[src/rtl/call_request_serializer.sv]
// Call-button front-end for the lift controller: synchronizes and debounces the floor buttons,
// latches accepted calls and presents them one at a time on req_floor.
module call_request_serializer #(
   parameter int unsigned NUM_FLOORS      = 8,
   parameter int unsigned DEBOUNCE_CYCLES = 16,
   parameter int unsigned HOLD_CYCLES     = 4
) (
   input  logic                  clk,
   input  logic                  reset,
   input  logic [NUM_FLOORS-1:0] btn,
   input  logic [2:0]            current_floor,
   input  logic                  door,
   input  logic                  emergency_stop,
   output logic [2:0]            req_floor,
   output logic                  req_strobe,
   output logic [NUM_FLOORS-1:0] pending,
   output logic [NUM_FLOORS-1:0] outstanding,
   output logic                  busy
);

   localparam int unsigned CntW  = $clog2(DEBOUNCE_CYCLES + 1);
   localparam int unsigned HoldW = $clog2(HOLD_CYCLES + 1);

   localparam logic [CntW-1:0]  DbMax    = CntW'(DEBOUNCE_CYCLES);
   localparam logic [CntW-1:0]  DbPre    = CntW'(DEBOUNCE_CYCLES - 1);
   localparam logic [HoldW-1:0] HoldInit = HoldW'(HOLD_CYCLES);

   typedef enum logic [1:0] {
      StIdle,
      StIssue,
      StHold
   } state_e;

   state_e                  state_q, state_d;
   logic [NUM_FLOORS-1:0]   btn_meta_q, btn_sync_q;
   logic [CntW-1:0]         cnt_q [NUM_FLOORS];
   logic [CntW-1:0]         cnt_d [NUM_FLOORS];
   logic [NUM_FLOORS-1:0]   accept;
   logic [NUM_FLOORS-1:0]   served;
   logic [NUM_FLOORS-1:0]   pending_q, pending_d;
   logic [NUM_FLOORS-1:0]   outstanding_q, outstanding_d;
   logic [NUM_FLOORS-1:0]   skip_mask;
   logic [NUM_FLOORS-1:0]   cand;
   logic [2:0]              last_issued_q, last_issued_d;
   logic [2:0]              sel_q, sel_d;
   logic [2:0]              sel_floor;
   logic [2:0]              scan;
   logic                    sel_found;
   logic [HoldW-1:0]        hold_q, hold_d;
   logic [2:0]              req_floor_q, req_floor_d;
   logic                    req_strobe_q, req_strobe_d;
   logic                    issue;

   // Two-flop synchronizer on the raw buttons
   always_ff @(posedge clk or negedge reset) begin
      if (!reset) begin
         btn_meta_q <= '0;
         btn_sync_q <= '0;
      end else begin
         btn_meta_q <= btn;
         btn_sync_q <= btn_meta_q;
      end
   end

   // Accept fires on the edge where the counter steps from DbPre to DbMax, so once per press
   always_comb begin
      accept = '0;
      for (int i = 0; i < NUM_FLOORS; i++) begin
         cnt_d[i] = cnt_q[i];
         if (!btn_sync_q[i]) begin
            cnt_d[i] = '0;
         end else if (cnt_q[i] != DbMax) begin
            cnt_d[i] = cnt_q[i] + CntW'(1);
         end
         accept[i] = btn_sync_q[i] && (cnt_q[i] == DbPre);
      end
   end

   always_ff @(posedge clk or negedge reset) begin
      if (!reset) begin
         for (int i = 0; i < NUM_FLOORS; i++) begin
            cnt_q[i] <= '0;
         end
      end else begin
         for (int i = 0; i < NUM_FLOORS; i++) begin
            cnt_q[i] <= cnt_d[i];
         end
      end
   end

   assign served = door ? (NUM_FLOORS'(1) << current_floor) : '0;

   // The lift only reacts to a change on req_floor, so re-issuing last_issued is pointless
   // unless it is still outstanding.
   assign skip_mask = (NUM_FLOORS'(1) << last_issued_q) & ~outstanding_q;
   assign cand      = pending_q & ~skip_mask;

   always_comb begin
      sel_found = 1'b0;
      sel_floor = '0;
      scan      = '0;
      for (int i = 1; i <= 8; i++) begin
         scan = current_floor + 3'(i);
         if (!sel_found && cand[scan]) begin
            sel_found = 1'b1;
            sel_floor = scan;
         end
      end
   end

   always_comb begin
      state_d       = state_q;
      sel_d         = sel_q;
      hold_d        = hold_q;
      req_floor_d   = req_floor_q;
      req_strobe_d  = 1'b0;
      last_issued_d = last_issued_q;
      issue         = 1'b0;
      unique case (state_q)
         StIdle: begin
            if (!emergency_stop && sel_found) begin
               sel_d   = sel_floor;
               state_d = StIssue;
            end
         end
         StIssue: begin
            req_floor_d   = sel_q;
            req_strobe_d  = 1'b1;
            last_issued_d = sel_q;
            hold_d        = HoldInit;
            issue         = 1'b1;
            state_d       = StHold;
         end
         StHold: begin
            hold_d = hold_q - HoldW'(1);
            if (hold_q == HoldW'(1)) begin
               state_d = StIdle;
            end
         end
         default: begin
            state_d = StIdle;
         end
      endcase
   end

   // Served beats a same-cycle accept, and also beats the outstanding set from an issue
   always_comb begin
      pending_d     = pending_q | (accept & ~outstanding_q & ~served);
      outstanding_d = outstanding_q;
      if (issue) begin
         pending_d[sel_q]     = 1'b0;
         outstanding_d[sel_q] = 1'b1;
      end
      outstanding_d = outstanding_d & ~served;
   end

   always_ff @(posedge clk or negedge reset) begin
      if (!reset) begin
         state_q       <= StIdle;
         sel_q         <= '0;
         hold_q        <= '0;
         req_floor_q   <= '0;
         req_strobe_q  <= 1'b0;
         last_issued_q <= '0;
         pending_q     <= '0;
         outstanding_q <= '0;
      end else begin
         state_q       <= state_d;
         sel_q         <= sel_d;
         hold_q        <= hold_d;
         req_floor_q   <= req_floor_d;
         req_strobe_q  <= req_strobe_d;
         last_issued_q <= last_issued_d;
         pending_q     <= pending_d;
         outstanding_q <= outstanding_d;
      end
   end

   assign req_floor   = req_floor_q;
   assign req_strobe  = req_strobe_q;
   assign pending     = pending_q;
   assign outstanding = outstanding_q;
   assign busy        = (state_q != StIdle);

endmodule

[config.mk]
export PLATFORM = sky130hd
export DESIGN_NAME = call_request_serializer
export DESIGN_NICKNAME = d
export VERILOG_FILES = /design/src/rtl/call_request_serializer.sv
export SDC_FILE = /design/constraint.sdc
export NUM_CORES = 1
export LEC_CHECK = 0
export ABC_CLOCK_PERIOD_IN_PS = 9700
export CAP_MARGIN = 15
export CORE_MARGIN = 2
export CORE_UTILIZATION = 60
export CTS_BUF_LIST = sky130_fd_sc_hd__clkbuf_2 sky130_fd_sc_hd__clkbuf_4 sky130_fd_sc_hd__clkbuf_8
export CTS_CLUSTER_DIAMETER = 60
export DETAILED_ROUTE_END_ITERATION = 16
export GPL_ROUTABILITY_DRIVEN = 0
export GPL_TIMING_DRIVEN = 0
export PLACE_DENSITY = 0.81
export SETUP_SLACK_MARGIN = 0.5
export SYNTH_ARGS = -nofsm -noshare
export SYNTH_HDL_FRONTEND = slang
export SYNTH_SLANG_ARGS = --single-unit
[constraint.sdc]
create_clock -name clk -period 9.7 [get_ports clk]
set_clock_uncertainty 0.15 [all_clocks]
set_input_delay 2.91 -clock clk [delete_from_list [all_inputs] [get_ports clk]]
set_output_delay 2.91 -clock clk [all_outputs]
set_load 0.01 [all_outputs]
==> Word-level counts from Yosys, hierarchy flattened <==
Index checks and enable logic that the tools add are counted.
{ "totals": {"reg_bits": 84, "input_bits": 15, "output_inout_bits": 21, "word_cells": 174} }
{ "op_classes": {"n_addsub": 16, "order_cmp": 10, "n_eq_ne": 29, "shifts": 2, "mux": 58, "n_bitwise": 12, "n_reduce_logical": 30} }
{ "op_table": {"columns": ["op", "count"], "rows": [
  ["$mux 5", 16],
  ["$and 8x8->8", 6],
  ["$add 5x1->5 const B", 8],
  ["$eq 5x4->1 const B", 8],
  ["$ne 5x5->1 const B", 8],
  ["$lt 3x4->1 const B", 9],
  ["$not 8->8", 4],
  ["$bmux 1 s3", 8],
  ["$mux 3", 8],
  ["$mux 8", 3],
  ["$mux 1", 18],
  ["$logic_and 1x1->1", 17],
  ["$ne 2x1->1 const B", 8],
  ["$or 8x8->8", 2],
  ["$shl 1x3->8 const A", 2],
  ["$add 3x3->3 const B", 4],
  ["$logic_not 1->1", 8],
  ["$add 3x2->3 const B", 2],
  ["$pmux 2 s3", 1],
  ["$pmux 3 s2", 1],
  ["$mux 2", 2],
  ["$ne 2x2->1 const B", 2],
  ["$reduce_and 2->1", 2],
  ["$reduce_bool 2->1", 2],
  ["8 further kinds", 8]
]} }

==> Longest topological paths before layout <==
Gate-level depths: netlist (run 1).
{ "logic_depth": {"ltp_word": 31, "ltp_mapped": 12, "depth_no_buf": 10} }

==> Least setup slack after synthesis (run 1) <==
OpenSTA, ideal clock, no wires.
{ "synth_path": {"path_kind": "input-to-reg", "startpoint": "in current_floor[1]", "endpoint": "reg sel_q[1]", "setup_time_ps": 125, "arrival_time_ps": 6210, "t_required_ps": 9425, "setup_slack_ps": 3215, "cell_stages": 12, "path_buffers": 2, "path_cell_list": "clkbuf_1 > clkinv_1 > ha_1 > clkbuf_1 > nor2b_1 > a32o_1 > mux4_2 > or2_4 > or4_1 > a21o_1 > a22o_1 > mux2_2"} }
{ "synth_between": {"elab_chain_cells": 27, "word_cells_on_any_way": 55, "cone_classes": "add/sub (7); mux (32); reduce/logical (16)"} }
{ "synth_lines": {"columns": ["element", "line_no", "source"], "rows": [
  ["start: declaration", "11", "input logic [2:0] current_floor,"],
  ["$add 3x1->3", "103", "scan = current_floor + 3'(i);"],
  ["$bmux 1 s3", "104", "if (!sel_found && cand[scan]) begin"],
  ["$mux 1 (not written as such)", "104", null],
  ["$mux 1", "104", null],
  ["$logic_not 1->1", "104", null],
  ["$logic_and 1x1->1", "104", null],
  ["$mux 1", "104", null],
  ["$logic_not 1->1", "104", null],
  ["(+11 left out)", null, null],
  ["$logic_not 1->1", "104", null],
  ["$logic_and 1x1->1", "104", null],
  ["$mux 1", "104", null],
  ["$logic_not 1->1", "104", null],
  ["$logic_and 1x1->1", "104", null],
  ["$mux 1", "104", null],
  ["$logic_and 1x1->1", "121", "if (!emergency_stop && sel_found) begin"],
  ["$reduce_and 2->1 (no line)", null, null],
  ["end signal: assignment", "169", "sel_q <= sel_d;"],
  ["end: declaration", "45", "logic [2:0] sel_q, sel_d;"]
]} }
Parallel ways exist; a longest one is shown, timed or not. The select of a mux whose other input is x is not followed.
A chain may end at the register's enable or synchronous reset.

==> Final worst setup path (run 1) <==
{ "layout_path": {"startpoint": "in current_floor[1]", "endpoint": "reg state_q[1]"} }
{ "layout_between": {"elab_chain_cells": 28, "word_cells_on_any_way": 48, "cone_classes": "add/sub (7); eq/ne (1); mux (24); reduce/logical (16)"} }
{ "layout_lines": {"columns": ["element", "line_no", "source"], "rows": [
  ["$add 3x1->3", "103", null],
  ["$bmux 1 s3", "104", null],
  ["$mux 1 (not written as such)", "104", null],
  ["$mux 1", "104", null],
  ["$logic_not 1->1", "104", null],
  ["$logic_and 1x1->1", "104", null],
  ["$mux 1", "104", null],
  ["$logic_not 1->1", "104", null],
  ["(+12 left out)", null, null],
  ["$logic_and 1x1->1", "104", null],
  ["$mux 1", "104", null],
  ["$logic_not 1->1", "104", null],
  ["$logic_and 1x1->1", "104", null],
  ["$mux 1 *", "104", null],
  ["$logic_and 1x1->1 *", "121", null],
  ["$ne 2x2->1 (no line) *", null, null],
  ["$reduce_and 2->1 (no line) *", null, null],
  ["end signal: assignment", "159", "state_q <= StIdle;"],
  ["end signal: assignment", "168", "state_q <= state_d;"],
  ["end: declaration", "34", "state_e state_q, state_d;"]
]} }
Every way passes the cells marked *; elsewhere a longest branch is shown, timed or not. The select of a mux whose other input is x is not followed.

==> results of run 1 <==
[layout by cell type, fill, tap and decap left out, drive strengths merged, types with 3 or more instances in the layout]
master         instances
ha                    37
dfrtp                 84
mux2                   6
mux4                   8
clkinv                 5
xor2                   9
o211ai                 3
nor2b                  5
nand3                 24
o22ai                  3
clkbuf                15
a21oi                 15
or4b                   3
and2                  15
o21a                   3
mux2i                  7
o32ai                  3
a21boi                11
nor4b                  3
nand2                 34
o21ai                 19
a31oi                  3
and3                  19
nor3                   4
inv                   41
nor2                  44
buf                    8
nand2b                 9
clkdlybuf4s50         33
a211oi                 5
xnor2                 14
[per-stage QoR]
step	cells	setup WS [ns]
5_1_grt	638	2.08
2_1_floorplan	485	3.22
6_report	638	2.40
3_3_place_gp	621	2.12
3_5_place_dp	622	2.10
4_1_cts	638	2.47
[per-layer routing]
layer,up-vias,track usage (%),wire [um]
met1,1804,33.6,4330
met4,0,8.57,201
met3,20,6.74,668
li1,1801,-,-
met2,131,39.7,4780
met5,-,0,0
[cell type report]
class | count | share of cell area (%)
timing repair buffer | 35 | 6.58
inverter | 42 | 2.84
buffer | 11 | 0.946
clock buffer | 10 | 2.48
tap | 102 | 2.30
sequential | 84 | 37.9
clock inverter | 6 | 1.28
multi-input combinational | 348 | 45.7
[kinds of logic (layout without fill, tap and decap cells)]
family / Yosys count / after routing
AOI/OAI and AO/OA: 90 / 90
DFF: 84 / 84
muxes: 21 / 21
buffers and inverters: 53 / 104
adders and majority gates: 37 / 37
and+or+nand+nor: 177 / 177
xor gates and xnor gates: 23 / 23
[cells in the mapped netlist (8+ instances only)]
| master | instances |
|---|---|
| nor2_1 | 44 |
| xnor2_1 | 14 |
| a21oi_1 | 15 |
| dfrtp_1 | 84 |
| xor2_1 | 9 |
| mux4_2 | 8 |
| nand2_1 | 34 |
| a21boi_0 | 11 |
| inv_1 | 39 |
| nand3_1 | 24 |
| and2_1 | 15 |
| ha_1 | 37 |
| o21ai_0 | 16 |
| nand2b_1 | 9 |
| and3_1 | 19 |
[flip-flops by register name (all words and copies together), names as in the netlist]
register     count
outstanding      8
sel_q            3
hold_q           3
pending          8
req_strobe       1
req_floor        3
cnt_q           40
btn_sync_q       8
btn_meta_q       8
state_q          2
[worst max-delay path, stage by stage]
cell	delay, ns
clkdlybuf4s50_1	0.55
clkbuf_1	0.39
clkinv_1	0.44
ha_1	0.41
clkbuf_1	0.31
nor2b_1	0.09
a32o_1	0.28
mux4_2	0.53
or2_4	0.30
nor4_2	0.46
a31oi_1	0.18
o21ai_1	0.18
mux2_1	0.34
[power by group]
part | total (W) | internal [W] | switching (W) | leakage (nW)
clock network | 0.000260 | 0.000129 | 0.000131 | 0.105
registers | 0.000471 | 0.000408 | 0.0000634 | 1.08
logic | 0.000474 | 0.000230 | 0.000244 | 1.29
total | 0.00120 | 0.000766 | 0.000438 | 2.48
[how the worst min path moves through the flow]
stage / end / slack, ns / cells after the start
5_1_grt: btn_sync_q[4] / 0.21 / 0
4_1_cts: btn_sync_q[2] / 0.20 / 0
6_report: btn_sync_q[6] / 0.20 / 0
3_3_place_gp: btn_sync_q[4] / 0.18 / 0
2_1_floorplan: btn_sync_q[0] / 0.18 / 0
3_5_place_dp: btn_sync_q[2] / 0.18 / 0
==> results.json, run 1 <==
{
  "synthDistinctLibCells": 66,
  "clock-root-buffer": "clkbuf_8",
  "max-slew-margin-rel_pct": 46.5,
  "cts_tree": "done",
  "synth-xor-area-share_pct": 4.15,
  "irDropWorstVdd_mv": 0.167,
  "slew_violations": 0,
  "power_leakage_nw": 2.48,
  "hpwlAfterDp_mm": 7.40,
  "drt_iter0_drc": 216,
  "seqCellArea_mm2": 0.00210,
  "power_w": 0.00120,
  "numCtsBuffers": 9,
  "status": "finished, final reports clean",
  "routedWlPerCell_um": 15.6,
  "holdBufCountCts": 0,
  "clk_pin_slew_ns": 0.09,
  "synth_top_cells_by_area": "dfrtp_1 (43%), ha_1 (9.5%), mux4_2 (3.7%)",
  "grt_pass1_vias": 3783,
  "path_max_fanout": 11,
  "dr.pass1.iters": 5,
  "synth_top_family_by_area": "simple AND/OR/NAND/NOR gates",
  "hold_violations": 0,
  "drc_errors": 0,
  "ios": 36,
  "rsz0062_at_grt": "false",
  "synthMuxAreaShare_pct": 6.55,
  "cts.sinks": 84,
  "avgSynthCellArea_um2": 10.0,
  "netlist_area_mm2": 0.00485,
  "multiInputGateArea_mm2": 0.00254,
  "synth_largest_area_cell": "dfrtp_1",
  "finalInstanceArea_mm2": 0.00555,
  "worstMarginPinSlew_ns": 0.791,
  "clk_latency_ns": 0.36,
  "post_drt_via_cell_ratio": 5.89,
  "synth_ff_type": "dfrtp_1",
  "post_dp_cell_area_mm2": 0.00534,
  "start_util_pct": 62.5,
  "post_cts_buffers": 0,
  "grt_usage_pct": 25.1,
  "synth_edf_count": 0,
  "min_period_ns": 7.30,
  "grt_max_degree": 61,
  "start_kind": "primary input",
  "utilization_pct": 71.5,
  "grt_pass1_wl_mm": 17.4,
  "synth_compound_area_share_pct": 12.8,
  "hold-worst-slack_ns": 0.203,
  "area_delta_synth_final_pct": 14.5,
  "port_buffers": 34,
  "fp-row-count": 32,
  "dieArea_mm2": 0.00882,
  "finalSetupTns_ns": 0,
  "synth_top_area_share_pct": 43.3,
  "worst-setup-path-type": "primary input to flip-flop",
  "arrival_ns": 7.39,
  "core_mm2": 0.00777,
  "synth_fa_ha_area_share_pct": 9.54,
  "ys_ff_latch": 84,
  "r2r_slack_ns": 5.78,
  "postRouteAntennaNets": 0,
  "synthSimpleGateAreaFrac_pct": 19.2,
  "yosys_warnings": 0,
  "wl_mm": 9.98,
  "syn_nets": 537,
  "syn_inst": 485,
  "worstSetupEndpoint": "state_q[1]",
  "worst_hold_path_type": "flip-flop to flip-flop",
  "seq_area_frac_synth_pct": 43.3,
  "overflow": 0,
  "r2r_end": "state_q[1]",
  "timing.rr.start": "req_floor[1]",
  "antenna_cells": 0,
  "async_reset_ff_share_pct": 100,
  "worstRegToRegCells": 9,
  "fp.dieW_um": 93.9,
  "finalSetupViolCount": 0,
  "period_share_pct": 75.3,
  "cts_resized": 0,
  "htreeDepth": 3,
  "power_density_mw_per_mm2": 217,
  "critPathLaunch": "current_floor[1]",
  "layout-drive-gt1-share_pct": 8.02,
  "drv_cap": 0,
  "crit_required_ns": 9.79,
  "cts.path.max_buffers": 2,
  "antenna_found_initial": 0,
  "nNetsFinal": 583,
  "num-fill-cells": 556,
  "die_h_um": 93.9,
  "vias": 3756,
  "timing.fmax_ghz": 0.137,
  "min-delay-start": "btn_meta_q[6]",
  "worst_setup_path_end_kind": "flip-flop"
}
No activity file was read; power rests on OpenSTA's default activity.
==> inputs of run 2 (changes only) <==
Settings changed: ABC_CLOCK_PERIOD_IN_PS 9700 to 7100.
Clock period 9.7 ns to 7.1 ns, I/O delays scaled along.
==> run 2 against run 1 <==
Core utilization is 0.064 points higher; worst setup slack worse by 1.5 ns; combinational power up 37%; total power up 37%; critical endpoint unchanged; first-iteration DRC count shrank 0.46%; hold slack barely moved; critical path depth stayed put; register-to-register slack lost 2.6 ns; global-route usage stayed put; largest cell class unchanged; count of clock-buffer cells in the layout stayed put; largest power group unchanged.
==> results.json, run 2 (synthesized netlist as in run 1, its figures left out) <==
{
  "cts.path.max_buffers": 2,
  "largest_reg_flops": 40,
  "grt_usage_pct": 25.1,
  "timing.rr.start": "req_floor[1]",
  "clk_latency_ns": 0.36,
  "power_density_mw_per_mm2": 296,
  "area_delta_synth_final_pct": 14.6,
  "post_drt_via_cell_ratio": 5.88,
  "overflow": 0,
  "clk_pin_slew_ns": 0.09,
  "dr.pass1.iters": 5,
  "core_mm2": 0.00777,
  "min-delay-start": "btn_meta_q[6]",
  "antenna_cells": 0,
  "slowest_delay_ns": 0.56,
  "comb_power_share_pct": 39.4,
  "power.internal_w": 0.00105,
  "rsz0062_at_grt": "false",
  "worst_hold_path_type": "flip-flop to flip-flop",
  "stdcell_count": 638,
  "path_cells": "clkdlybuf4s50_1 > buf_2 > clkinv_1 > ha_1 > clkbuf_1 > nor2b_1 > a32o_1 > mux4_2 > or2_4 > nor4_2 > a31oi_1 > o21ai_1 > mux2_1",
  "post_cts_buffers": 0,
  "drc_errors": 0,
  "arrival_ns": 6.30,
  "max-slew-margin-rel_pct": 49.7,
  "swShare_pct": 36.4,
  "seqPwrFrac_pct": 39.1,
  "start_kind": "primary input",
  "worst-setup-path-type": "primary input to flip-flop",
  "critPathLaunch": "current_floor[0]",
  "final_cell_mix": "dfrtp_1 (84), nor2_1 (44), inv_1 (39), ha_1 (37), nand2_1 (34)",
  "utilization_pct": 71.6,
  "clock-root-buffer": "clkbuf_8",
  "power_frac_clock_pct": 21.5,
  "cts_resized": 0,
  "layout-drive-gt1-share_pct": 8.40,
  "min_period_ns": 6.21,
  "cts.sinks": 84,
  "finalSetupTns_ns": 0,
  "path_max_fanout": 10,
  "timing.fmax_ghz": 0.161,
  "cts_tree": "done",
  "slew_violations": 0,
  "grt_max_degree": 61,
  "place_inst": 622,
  "hold-worst-slack_ns": 0.203,
  "worstSetupEndpoint": "state_q[1]",
  "period_share_pct": 87.4,
  "irDropWorstVdd_mv": 0.228,
  "postRouteAntennaNets": 0,
  "worstRegToRegCells": 9,
  "power_leakage_nw": 2.48,
  "fp-row-count": 32,
  "hpwlAfterDp_mm": 7.40,
  "nNetsFinal": 583,
  "htreeDepth": 3,
  "holdBufCountCts": 0,
  "ios": 36,
  "final_common_cell": "dfrtp_1",
  "largest-register": "cnt_q",
  "hold_violations": 0,
  "die_h_um": 93.9,
  "dieArea_mm2": 0.00882,
  "start_util_pct": 62.5,
  "wl_mm": 9.96,
  "r2r_slack_ns": 3.22,
  "worst_setup_path_end_kind": "flip-flop",
  "crit_required_ns": 7.19,
  "grt_pass1_vias": 3783,
  "power_w": 0.00165,
  "worstMarginPinSlew_ns": 0.744,
  "num-fill-cells": 554,
  "numCtsBuffers": 9,
  "port_buffers": 34,
  "r2r_end": "state_q[1]",
  "crit_slowest_cell": "clkdlybuf4s50_1",
  "status": "finished, final reports clean",
  "fp.dieW_um": 93.9,
  "p_switching_w": 0.000599,
  "antenna_found_initial": 0,
  "drv_cap": 0,
  "grt_pass1_wl_mm": 17.4,
  "routedWlPerCell_um": 15.6,
  "vias": 3750,
  "drt_iter0_drc": 215,
  "finalSetupViolCount": 0
}
==> run 2: cell types whose count changed in the layout (fill, tap and decap cells not counted) <==
cell	delta
clkbuf_1	-1
clkbuf_2	+1
clkinv_1	-1
clkinvlp_4	+1
==> run 2: stage by stage <==
step / instance area (um2) / setup WS (ns)
5_1_grt: 5560 / 0.578
2_1_floorplan: 4850 / 1.40
3_5_place_dp: 5340 / 0.284
6_report: 5560 / 0.892
4_1_cts: 5550 / 0.645
3_3_place_gp: 5320 / 0.303
==> run 2: critical path, delay by kind of cell <==
family	cells	cell delay (ns)
multiplexers	2	0.87
buffers and inverters	4	1.40
AO/OA/AOI/OAI	3	0.64
AND/OR/NAND/NOR	3	0.85
adder cells (fa/ha/maj)	1	0.39
==> run 2: power by group through the flow <==
stage	registers [W]	logic (W)	clock network (W)
6_report	0.000644	0.000648	0.000354
5_1_grt	0.000657	0.000719	0.000384
4_1_cts	0.000643	0.000641	0.000362
3_5_place_dp	0.000652	0.000636	0
3_3_place_gp	0.000647	0.000619	0
2_1_floorplan	0.000649	0.000402	0
==> run 2: area by class of cell <==
cell class	instances	area (um2)	area share [%]
clock buffers	10	138	2.48
inverters	42	161	2.90
repair buffers	35	365	6.57
flip-flops and latches	84	2100	37.8
well taps	102	128	2.30
multi-input cells	348	2540	45.7
clock inverters	6	71.3	1.28
plain buffers	11	53.8	0.968
==> run 2: routing by layer <==
layer	vias up	part of all wire [%]	GRT usage [%]
met5	-	0	0
met4	0	1.8	8.57
met3	18	5.7	6.74
met2	115	48	39.7
met1	1814	44	33.6
li1	1803	-	-
==> run 2: worst min path at each step <==
stage	endpoint	slack, ns	depth (start not counted)
after floorplan	btn_sync_q[0]	0.18	0
after global placement	btn_sync_q[4]	0.18	0
after detailed placement	btn_sync_q[2]	0.18	0
after CTS	btn_sync_q[2]	0.20	0
after global routing	btn_sync_q[4]	0.21	0
final	btn_sync_q[6]	0.20	0
